**src/rtl/au_seq_ctrl.sv**
```systemverilog
// rtl/au_seq_ctrl.sv - ADD/SUB/MUL command sequencer driving a shared 16-bit add/subtract unit
// Optional build macro AU_SEQ_ZERO_SKIP_EN: end MUL early once the remaining multiplier bits are zero.
module au_seq_ctrl #(
    parameter int WIDTH  = 16,
    parameter int ITER_W = 4
) (
    input  logic             clk,
    input  logic             rst,
    input  logic             cmd_valid,
    output logic             cmd_ready,
    input  logic [1:0]       cmd_op,
    input  logic [WIDTH-1:0] cmd_a,
    input  logic [WIDTH-1:0] cmd_b,
    output logic             res_valid,
    input  logic             res_ready,
    output logic [WIDTH-1:0] res_x,
    output logic             res_z,
    output logic             res_err,
    output logic             busy,
    output logic [WIDTH-1:0] au_a,
    output logic [WIDTH-1:0] au_b,
    output logic [1:0]       au_sel,
    input  logic [WIDTH-1:0] au_x,
    input  logic             au_z
);

    localparam logic [1:0] OP_SUB = 2'b01;
    localparam logic [1:0] OP_MUL = 2'b10;
    localparam logic [1:0] OP_RSV = 2'b11;

    typedef enum logic [1:0] {
        S_IDLE = 2'd0,
        S_EXEC = 2'd1,
        S_MUL  = 2'd2,
        S_DONE = 2'd3
    } state_t;

    state_t r_state;
    state_t w_next;

    // r_a/r_b double as multiplicand/multiplier during MUL; they shift each iteration.
    logic [WIDTH-1:0]  r_a;
    logic [WIDTH-1:0]  r_b;
    logic [WIDTH-1:0]  r_acc;
    logic [ITER_W-1:0] r_cnt;
    logic              r_sub;
    logic [WIDTH-1:0]  r_res_x;
    logic              r_res_z;
    logic              r_res_err;
    logic              r_res_valid;
    logic              w_accept;
    logic              w_mul_last;

    assign w_accept  = cmd_valid && (r_state == S_IDLE);
    assign cmd_ready = (r_state == S_IDLE);
    assign busy      = (r_state != S_IDLE);
    assign res_x     = r_res_x;
    assign res_z     = r_res_z;
    assign res_err   = r_res_err;
    assign res_valid = r_res_valid;

`ifdef AU_SEQ_ZERO_SKIP_EN
    assign w_mul_last = ((r_b >> 1) == '0) || (r_cnt == ITER_W'(WIDTH - 1));
`else
    assign w_mul_last = (r_cnt == ITER_W'(WIDTH - 1));
`endif

    always_ff @(posedge clk or posedge rst) begin
        if (rst) begin
            r_state <= S_IDLE;
        end else begin
            r_state <= w_next;
        end
    end

    always_comb begin
        w_next = r_state;
        case (r_state)
            S_IDLE: begin
                if (cmd_valid) begin
                    if (cmd_op == OP_RSV)      w_next = S_DONE;
                    else if (cmd_op == OP_MUL) w_next = S_MUL;
                    else                       w_next = S_EXEC;
                end
            end
            S_EXEC:  w_next = S_DONE;
            S_MUL:   if (w_mul_last) w_next = S_DONE;
            S_DONE:  if (res_ready) w_next = S_IDLE;
            default: w_next = S_IDLE;
        endcase
    end

    always_comb begin
        au_a   = '0;
        au_b   = '0;
        au_sel = 2'b00;
        case (r_state)
            S_EXEC: begin
                au_a   = r_a;
                au_b   = r_b;
                au_sel = {1'b0, r_sub};
            end
            S_MUL: begin
                au_a = r_acc;
                au_b = r_b[0] ? r_a : '0;
            end
            default: ;
        endcase
    end

    always_ff @(posedge clk or posedge rst) begin
        if (rst) begin
            r_a         <= '0;
            r_b         <= '0;
            r_acc       <= '0;
            r_cnt       <= '0;
            r_sub       <= 1'b0;
            r_res_x     <= '0;
            r_res_z     <= 1'b0;
            r_res_err   <= 1'b0;
            r_res_valid <= 1'b0;
        end else begin
            case (r_state)
                S_IDLE: begin
                    if (w_accept) begin
                        r_a   <= cmd_a;
                        r_b   <= cmd_b;
                        r_sub <= (cmd_op == OP_SUB);
                        r_acc <= '0;
                        r_cnt <= '0;
                        if (cmd_op == OP_RSV) begin
                            r_res_x     <= '0;
                            r_res_z     <= 1'b1;
                            r_res_err   <= 1'b1;
                            r_res_valid <= 1'b1;
                        end
                    end
                end
                S_EXEC: begin
                    r_res_x     <= au_x;
                    r_res_z     <= au_z;
                    r_res_err   <= 1'b0;
                    r_res_valid <= 1'b1;
                end
                S_MUL: begin
                    r_acc <= au_x;
                    r_a   <= r_a << 1;
                    r_b   <= r_b >> 1;
                    r_cnt <= r_cnt + 1'b1;
                    if (w_mul_last) begin
                        r_res_x     <= au_x;
                        r_res_z     <= au_z;
                        r_res_err   <= 1'b0;
                        r_res_valid <= 1'b1;
                    end
                end
                S_DONE: begin
                    if (res_ready) r_res_valid <= 1'b0;
                end
                default: ;
            endcase
        end
    end

endmodule

```
**config.mk**
```make
export PLATFORM = sky130hd
export DESIGN_NAME = au_seq_ctrl
export DESIGN_NICKNAME = d
export VERILOG_FILES = /design/src/rtl/au_seq_ctrl.sv
export SDC_FILE = /design/constraint.sdc
export NUM_CORES = 1
export LEC_CHECK = 0
export CAP_MARGIN = 20
export CORE_MARGIN = 2
export CORE_UTILIZATION = 48
export DETAILED_ROUTE_END_ITERATION = 6
export PLACE_DENSITY = 0.8
export SYNTH_ARGS = -nofsm -noshare
export SYNTH_HDL_FRONTEND = slang
export SYNTH_SLANG_ARGS = --single-unit
```
**constraint.sdc**
```tcl
create_clock -name clk -period 3.2 [get_ports clk]
set_clock_uncertainty 0.15 [all_clocks]
set_input_delay 0.64 -clock clk [delete_from_list [all_inputs] [get_ports clk]]
set_output_delay 0.64 -clock clk [all_outputs]
set_load 0.01 [all_outputs]
```
# Word level (Yosys, flattened, before mapping)
# Cells that the tools add are included.
# word_totals
register_bits,74
inputBits,55
output_inout_bits,55
elab_cells,64
# classes
n_addsub,1
eq_ne,12
muxes,31
n_reduce_logical,10
# op_table
operator,count
$pmux 16 s2,5
$mux 16,7
$pmux 16 s3,1
$mux 2,5
$eq 2x2->1 const B,4
$pmux 2 s4,1
$pmux 4 s2,1
$reduce_and 4->1,2
$mux 1,7
$ne 2x2->1 const B,3
$pmux 1 s3,2
$add 4x1->4 const B,1
$eq 2x1->1 const B,2
$eq 4x4->1 const B,1
$mux 4,1
$ne 2x1->1 const B,2
$pmux 1 s4,1
$reduce_and 2->1,2
$reduce_bool 2->1,2
$reduce_and 3->1,1
$reduce_bool 3->1,1
$logic_not 2->1,1
$logic_and 1x1->1,1

# Depth between registers and ports, before layout
# Gate-level depths: netlist of run 1.
# depth
depth_word,5
ltp_mapped,8
mapped_depth_nobuf,6

# Worst setup path before layout of run 1
# No wires, ideal clock.
# synth_path
path_kind,register -> output
start,reg r_state[0]
end,out au_b[12]
arrival_time_ns,1.570
required_ns,2.410
slack_ns,0.840
stages_incl_launch_ff,8
path_cell_list,dfrtp_1 -> inv_1 -> ha_1 -> and2_1 -> clkbuf_1 -> clkbuf_1 -> a22oi_1 -> nor2b_1
# synth_via
elab_chain_cells,2
# synth_rtl
element,line,source
start: declaration,38,state_t r_state;
start signal: assignment,72,r_state <= w_next;
$eq 2x2->1 or $eq 2x1->1 (tied branches),97,case (r_state)
$pmux 16 s2 (*),97,
end: declaration,21,"output logic [WIDTH-1:0] au_b,"
# Every way passes the cells marked *; elsewhere a longest branch is shown, timed or not.

# Worst setup path in the final report of run 1
# layout_path
start,reg r_state[0]
end,out au_b[1]
# Same word-level chain as after synthesis.

==> results of run 1 <==
cell usage after synthesis, types with 4 or more instances:
cell | n | share of area, %
a22oi_1 | 33 | 6.4
buf_2 | 8 | 1.0
buf_6 | 4 | 1.2
clkbuf_1 | 20 | 1.9
dfrtp_1 | 74 | 48
ha_1 | 7 | 2.3
inv_1 | 6 | 0.58
mux2i_1 | 30 | 7.8
nand2_1 | 104 | 10
nor2b_1 | 35 | 5.7
o21ai_0 | 54 | 7.0
o21ai_1 | 6 | 0.78
o21ai_2 | 11 | 2.5
logic make-up (layout without fill, tap and decap cells):
group / count (synthesis) / after routing / share of synthesized area (%)
compound gates: 115 / 115 / 18.9
buf+inv: 41 / 142 / 5.11
flops: 74 / 74 / 47.9
mux: 31 / 31 / 8.05
other cells: 1 / 1 / 0.0969
fa+ha+maj: 7 / 7 / 2.26
simple gates: 152 / 152 / 17.7
power by group through the flow:
stage                     Sequential, mW  Clock, mW  Combinational, mW
after global routing                1.80      0.713               3.23
after global placement              1.73          0               2.80
final                               1.74      0.648               2.92
after floorplan                     1.67          0               1.90
after detailed placement            1.74          0               2.88
after CTS                           1.73      0.659               2.89
cell usage in the layout (no fill, tap or decap), types with 3 or more instances in the layout:
cell / instances
o21ai_2: 10
o21ai_1: 6
o21ai_0: 54
mux2i_1: 30
clkdlybuf4s50_1: 108
buf_4: 9
inv_1: 3
ha_1: 5
nand2_1: 104
dfrtp_1: 74
clkbuf_8: 10
inv_2: 3
a22oi_1: 33
nor2b_1: 35
metal layers:
layer	vias up	wire length (µm)	track usage, %
met5	-	0	0
met4	0	152	7.37
met3	11	615	4.25
met2	99	4800	37.7
met1	1634	4450	32.8
li1	1632	-	-
how the worst min path moves through the flow:
stage                              start              endpoint  slack, ps
CTS                    r_sub$_DFFE_PP0P_     r_sub$_DFFE_PP0P_        340
global route        r_acc[9]$_DFFE_PP0P_  r_acc[9]$_DFFE_PP0P_        360
finish                 r_sub$_DFFE_PP0P_     r_sub$_DFFE_PP0P_        330
floorplan              r_sub$_DFFE_PP0P_     r_sub$_DFFE_PP0P_        290
detailed placement     r_sub$_DFFE_PP0P_     r_sub$_DFFE_PP0P_        320
global placement       r_sub$_DFFE_PP0P_     r_sub$_DFFE_PP0P_        300
flip-flops by register name (all words and copies together), names as in the netlist, 2 cells and up:
register / count
r_a: 16
r_acc: 16
r_b: 16
res_x: 16
r_cnt: 4
r_state: 2
worst reg2reg max path, stage by stage (launching register included):
cell     delay [ps]
dfrtp_1         450
inv_2           110
ha_1            320
o21ai_4         840
buf_4           410
o21ai_0         140
stage by stage:
stage               instance area [µm²]  cells  TNS (ps)  worst slack (ps)
floorplan                          3870    421         0               528
finish                             5240    624         0               126
CTS                                5210    624         0              20.9
global placement                   5030    608         0               468
detailed placement                 5030    608         0               411
global route                       5240    624     -9.55             -9.55
final cells by class:
cell class	instances	area (µm²)	area share, %
clock buffers	10	138	2.63
clock inverters	6	42.5	0.812
inverters	6	22.5	0.430
multi-input cells	306	1850	35.4
flip-flops and latches	74	1850	35.3
well taps	102	128	2.44
repair buffers	120	1200	23.0
==> results.py, run 1 <==
metrics = {
    "cts": {
        "htreeDepth": 3,
        "cts_tree": "done",
        "clk_pin_slew_ps": 80,
        "cts-root-buf": "clkbuf_8",
        "cts_resized": 0,
        "cts_buffer_depth": 2,
        "clkLatencyLatePin_ps": 340,
        "hold_buffers": 0,
        "postCtsSetupBuffers": 0,
        "numCtsBuffers": 9,
        "cts_sinks": 74,
    },
    "timing": {
        "slew_violations": 0,
        "max_freq_mhz": 325,
        "slew_headroom_pct": 30.7,
        "whs_ps": 330,
        "max_slew.worst_pin.slew_ps": 1040,
        "finalSetupViolCount": 0,
        "finalCriticalPeriod_ps": 3070,
        "fin_crit_sh_pct": 96.1,
        "hold_viol_final": 0,
    },
    "worst_setup_path": {
        "cp-endpoint": "au_b[1]",
        "critPathMaxStageDelay_ps": 550,
        "crit_path_start_kind": "register",
        "cp-end-kind": "primary output",
        "crit_family": "buffers and inverters",
        "startpoint": "r_state[0]$_DFFE_PP0P_",
        "crit_chain": "inv_2, ha_1, and2_1, buf_4, a22oi_1, nor2b_1, clkdlybuf4s50_1",
        "crit_fanout": 15,
        "reg2reg_depth": 5,
        "critPathSlowestCell": "clkdlybuf4s50_1",
        "worst-r2r-setup-slack_ps": 660,
        "r2r-end": "r_b[3]$_DFFE_PP0P_",
        "timing_worst_setup_path_type": "register to primary output",
        "cp.arrival_ps": 2280,
        "cp.required_ps": 2410,
        "cp_num_cells": 7,
        "cp.buffers_inverters": 3,
        "rr_startpoint": "r_state[1]$_DFFE_PP0P_",
    },
    "logic_synthesis": {
        "syn_area_um2": 3870,
        "syn_inst": 421,
        "ys_ff_latch": 74,
        "synth_ff_type": "dfrtp_1",
        "synth_area_per_cell_um2": 9.19,
        "ys_warn_count": 0,
        "async_reset_ff_share_pct": 100,
        "syn_nets": 483,
        "synth_edf_count": 0,
        "yosysSeqAreaShare_pct": 47.8,
        "synthDistinctLibCells": 33,
    },
    "finish": {
        "nets": 579,
        "antennaDiodeCount": 0,
        "utilization_pct": 67.4,
        "area_growth_pct": 35.4,
        "drive_gt1_share_pct": 8.62,
        "fillers": 654,
    },
    "outcome": {
        "status": "finished, final reports clean",
    },
    "floorplanning": {
        "die-area_um2": 8800,
        "initial_core_util_pct": 49.8,
        "ios": 110,
        "die_y_um": 93.8,
        "die_w_um": 93.8,
        "rows": 32,
        "core_area_um2": 7770,
    },
    "power_and_ir_drop": {
        "switchingPower_mw": 2.27,
        "p_int_mw": 3.04,
        "p_seq_share_pct": 32.8,
        "swShare_pct": 42.7,
        "power.density_nw_per_um2": 1010,
        "power_frac_comb_pct": 55.0,
        "ir_drop_v": 0.000493,
        "power_frac_clock_pct": 12.2,
        "p_total_mw": 5.31,
        "p_leak_nw": 2.13,
    },
    "global_routing": {
        "grt_pass1_wl_um": 16300,
        "antenna_found_initial": 0,
        "grt_pass1_vias": 3318,
        "groute.usage.overall_pct": 23.6,
        "grt_start_max_net_pins": 75,
        "grt-ovfl-total": 0,
    },
    "routing": {
        "routed_wl_um": 10000,
        "postRouteAntennaNets": 0,
        "viasPerCell": 5.41,
        "num_vias": 3376,
        "drc": 0,
        "drt_first_pass_iters": 4,
        "wl_per_cell_um": 16.1,
        "drt-initial-drc-count": 153,
    },
    "flow_run": {
        "max-cap-violations": 0,
    },
    "placement": {
        "gp_congestion": 0.852,
        "dp_hpwl_um": 7080,
        "port_buffers": 108,
    },
    "hold_path": {
        "hold_class": "register to register",
        "hold_depth": 2,
    },
}
Note: power is estimated with default switching activity, not from simulation.
==> inputs of run 2 (changes only) <==
- SLEW_MARGIN: not set -> 20
==> results of run 2 <==
Same layout as run 1: the final DEF is identical, and so are final timing and power.
==> inputs of run 3 (changes only) <==
- PLACE_DENSITY: 0.8 -> 0.89
==> run 3 against run 2 <==
  * Die area is the same
  * Sequential power is essentially flat
  * Sequential cell count is the same
  * Routed wire length grew 0.64%
  * Cell area grew 0.69%
  * Critical path type unchanged
  * Hold slack is essentially flat
  * Combinational power shrank 2%
==> results.py, run 3 (synthesized netlist as in run 1, its figures left out) <==
metrics = {
    "floorplanning": {
        "core_area_um2": 7770,
        "die_w_um": 93.8,
        "die_y_um": 93.8,
        "die-area_um2": 8800,
        "rows": 32,
        "ios": 110,
        "initial_core_util_pct": 49.8,
    },
    "power_and_ir_drop": {
        "power.density_nw_per_um2": 1030,
        "power_frac_clock_pct": 15.0,
        "power_frac_comb_pct": 52.7,
        "swShare_pct": 41.9,
        "ir_drop_v": 0.000513,
        "switchingPower_mw": 2.28,
        "p_int_mw": 3.16,
        "p_leak_nw": 2.16,
        "p_seq_share_pct": 32.3,
    },
    "finish": {
        "multi_input_area_um2": 1840,
        "fin_area_um2": 5280,
        "drive_gt1_share_pct": 8.05,
        "finalNonFillerCells": 625,
        "area_growth_pct": 36.3,
        "mostFrequentLayoutCells": "clkdlybuf4s50_1 (108), nand2_1 (104), dfrtp_1 (74)",
        "seqCellArea_um2": 1850,
        "fillers": 635,
        "final_common_cell": "clkdlybuf4s50_1",
        "nets": 579,
    },
    "worst_setup_path": {
        "cp.buffers_inverters": 3,
        "crit_family": "buffers and inverters",
        "cp.arrival_ps": 2350,
        "timing_worst_setup_path_type": "register to primary output",
        "cp-end-kind": "primary output",
        "cp_num_cells": 7,
        "critPathMaxStageDelay_ps": 570,
        "critPathSlowestCell": "clkdlybuf4s50_1",
        "crit_chain": "inv_1, ha_1, and2_1, buf_4, a22oi_1, nor2b_1, clkdlybuf4s50_1",
        "reg2reg_depth": 6,
        "crit_fanout": 15,
        "cp.required_ps": 2410,
        "crit_path_start_kind": "register",
    },
    "timing": {
        "max_freq_mhz": 319,
        "max_slew.worst_pin.slew_ps": 714,
        "fin_crit_sh_pct": 98.1,
        "slew_violations": 0,
        "finalCriticalPeriod_ps": 3140,
        "slew_headroom_pct": 52.3,
        "finalSetupViolCount": 0,
        "hold_viol_final": 0,
    },
    "global_routing": {
        "antenna_found_initial": 1,
        "grt_pass1_vias": 3207,
        "grt_pass1_wl_um": 15800,
        "grt_start_max_net_pins": 57,
        "groute.usage.overall_pct": 23.0,
        "grt-ovfl-total": 0,
    },
    "cts": {
        "clkLatencyLatePin_ps": 340,
        "cts_sinks": 74,
        "htreeDepth": 3,
        "cts_buffer_depth": 2,
        "hold_buffers": 0,
        "numCtsBuffers": 9,
        "clk_pin_slew_ps": 80,
        "cts-root-buf": "clkbuf_8",
        "cts_tree": "done",
        "postCtsSetupBuffers": 0,
    },
    "routing": {
        "drt_first_pass_iters": 4,
        "wl_met1_um": 4500,
        "routed_wl_um": 10100,
        "num_vias": 3362,
        "postRouteAntennaNets": 0,
        "drc": 0,
        "viasPerCell": 5.38,
        "wl_met3_um": 639,
        "drt-initial-drc-count": 179,
        "dr.max_layer_used": "met4",
        "wl_per_cell_um": 16.1,
        "wl_met2_um": 4830,
    },
    "hold_path": {
        "hold_depth": 2,
        "hold_class": "register to register",
    },
    "placement": {
        "dp_hpwl_um": 7090,
        "port_buffers": 108,
        "placed_area_um2": 5030,
        "place_inst": 608,
        "gp_congestion": 0.806,
    },
    "flow_run": {
        "max-cap-violations": 0,
    },
    "outcome": {
        "status": "finished, final reports clean",
    },
}
[run 3: cell types whose count changed in the layout (fill, tap and decap cells not counted)]
cell / previous run / this run
clkinv_4: 2 / 0
inv_2: 3 / 1
ha_4: 2 / 1
ha_1: 5 / 6
diode_2: 0 / 1
buf_8: 1 / 0
bufinv_16: 0 / 2
clkinv_2: 2 / 1
inv_6: 0 / 1
buf_4: 9 / 8
inv_1: 3 / 5
buf_6: 0 / 2
[run 3: path summary, 6_finish.rpt]
check                                  endpoint                   start  slack (ps)
setup / recovery                        au_b[1]  r_state[0]$_DFFE_PP0P_          60
hold / removal             res_x[6]$_DFFE_PP0P_    res_x[6]$_DFFE_PP0P_         330
setup reg to reg           r_cnt[2]$_DFFE_PP0P_  r_state[0]$_DFFE_PP0P_         910
hold reg to reg            res_x[6]$_DFFE_PP0P_    res_x[6]$_DFFE_PP0P_         330
max in group asynchronous   r_a[15]$_DFFE_PP0P_                     rst        1630
min in group asynchronous  r_acc[3]$_DFFE_PP0P_                     rst         590
[run 3: layer usage]
| layer | up-vias | GRT usage (%) |
|---|---|---|
| met5 | - | 0 |
| met1 | 1604 | 32.1 |
| met2 | 111 | 37.3 |
| met4 | 0 | 6.40 |
| li1 | 1634 | - |
| met3 | 13 | 3.85 |
[run 3: layout make-up]
cell class                      instances  share of cell area (%)
Sequential cell                        74                    35.1
Multi-Input combinational cell        306                    34.9
Timing Repair Buffer                  120                    22.8
Clock buffer                           10                    2.61
Tap cell                              102                    2.42
Clock inverter                          6                    1.68
Inverter                                6                   0.427
Antenna cell                            1                  0.0474
[run 3: power groups by stage]
stage | logic [mW] | clock network [mW] | registers, mW
floorplan | 1.90 | 0 | 1.67
global placement | 2.74 | 0 | 1.74
detailed placement | 2.85 | 0 | 1.75
CTS | 2.87 | 0.830 | 1.74
global route | 3.17 | 0.865 | 1.80
finish | 2.86 | 0.816 | 1.75
[run 3: repair_timing]
action | CTS | global route
endpoints found under the setup margin | 1 | 16
gates resized for setup | 1 | 2
endpoints found under the hold margin | 0 | 0
pin swaps | 0 | 0
[run 3: tightest hold or removal path: stages (launching register included)]
cell     delay, ps
dfrtp_1        350
nand2_1         60
o21ai_2         50
[run 3: metrics by stage]
step	hold WS, ps	setup WS, ps	power (mW)	TNS [ps]	utilization [%]
6_report	331	62.2	5.43	0	67.9
5_1_grt	358	-4.42	5.83	-4.42	67.9
4_1_cts	336	56.4	5.44	0	67.8
3_5_place_dp	316	346	4.60	0	64.7
3_3_place_gp	307	410	4.48	0	64.7
2_1_floorplan	291	528	3.56	0	-
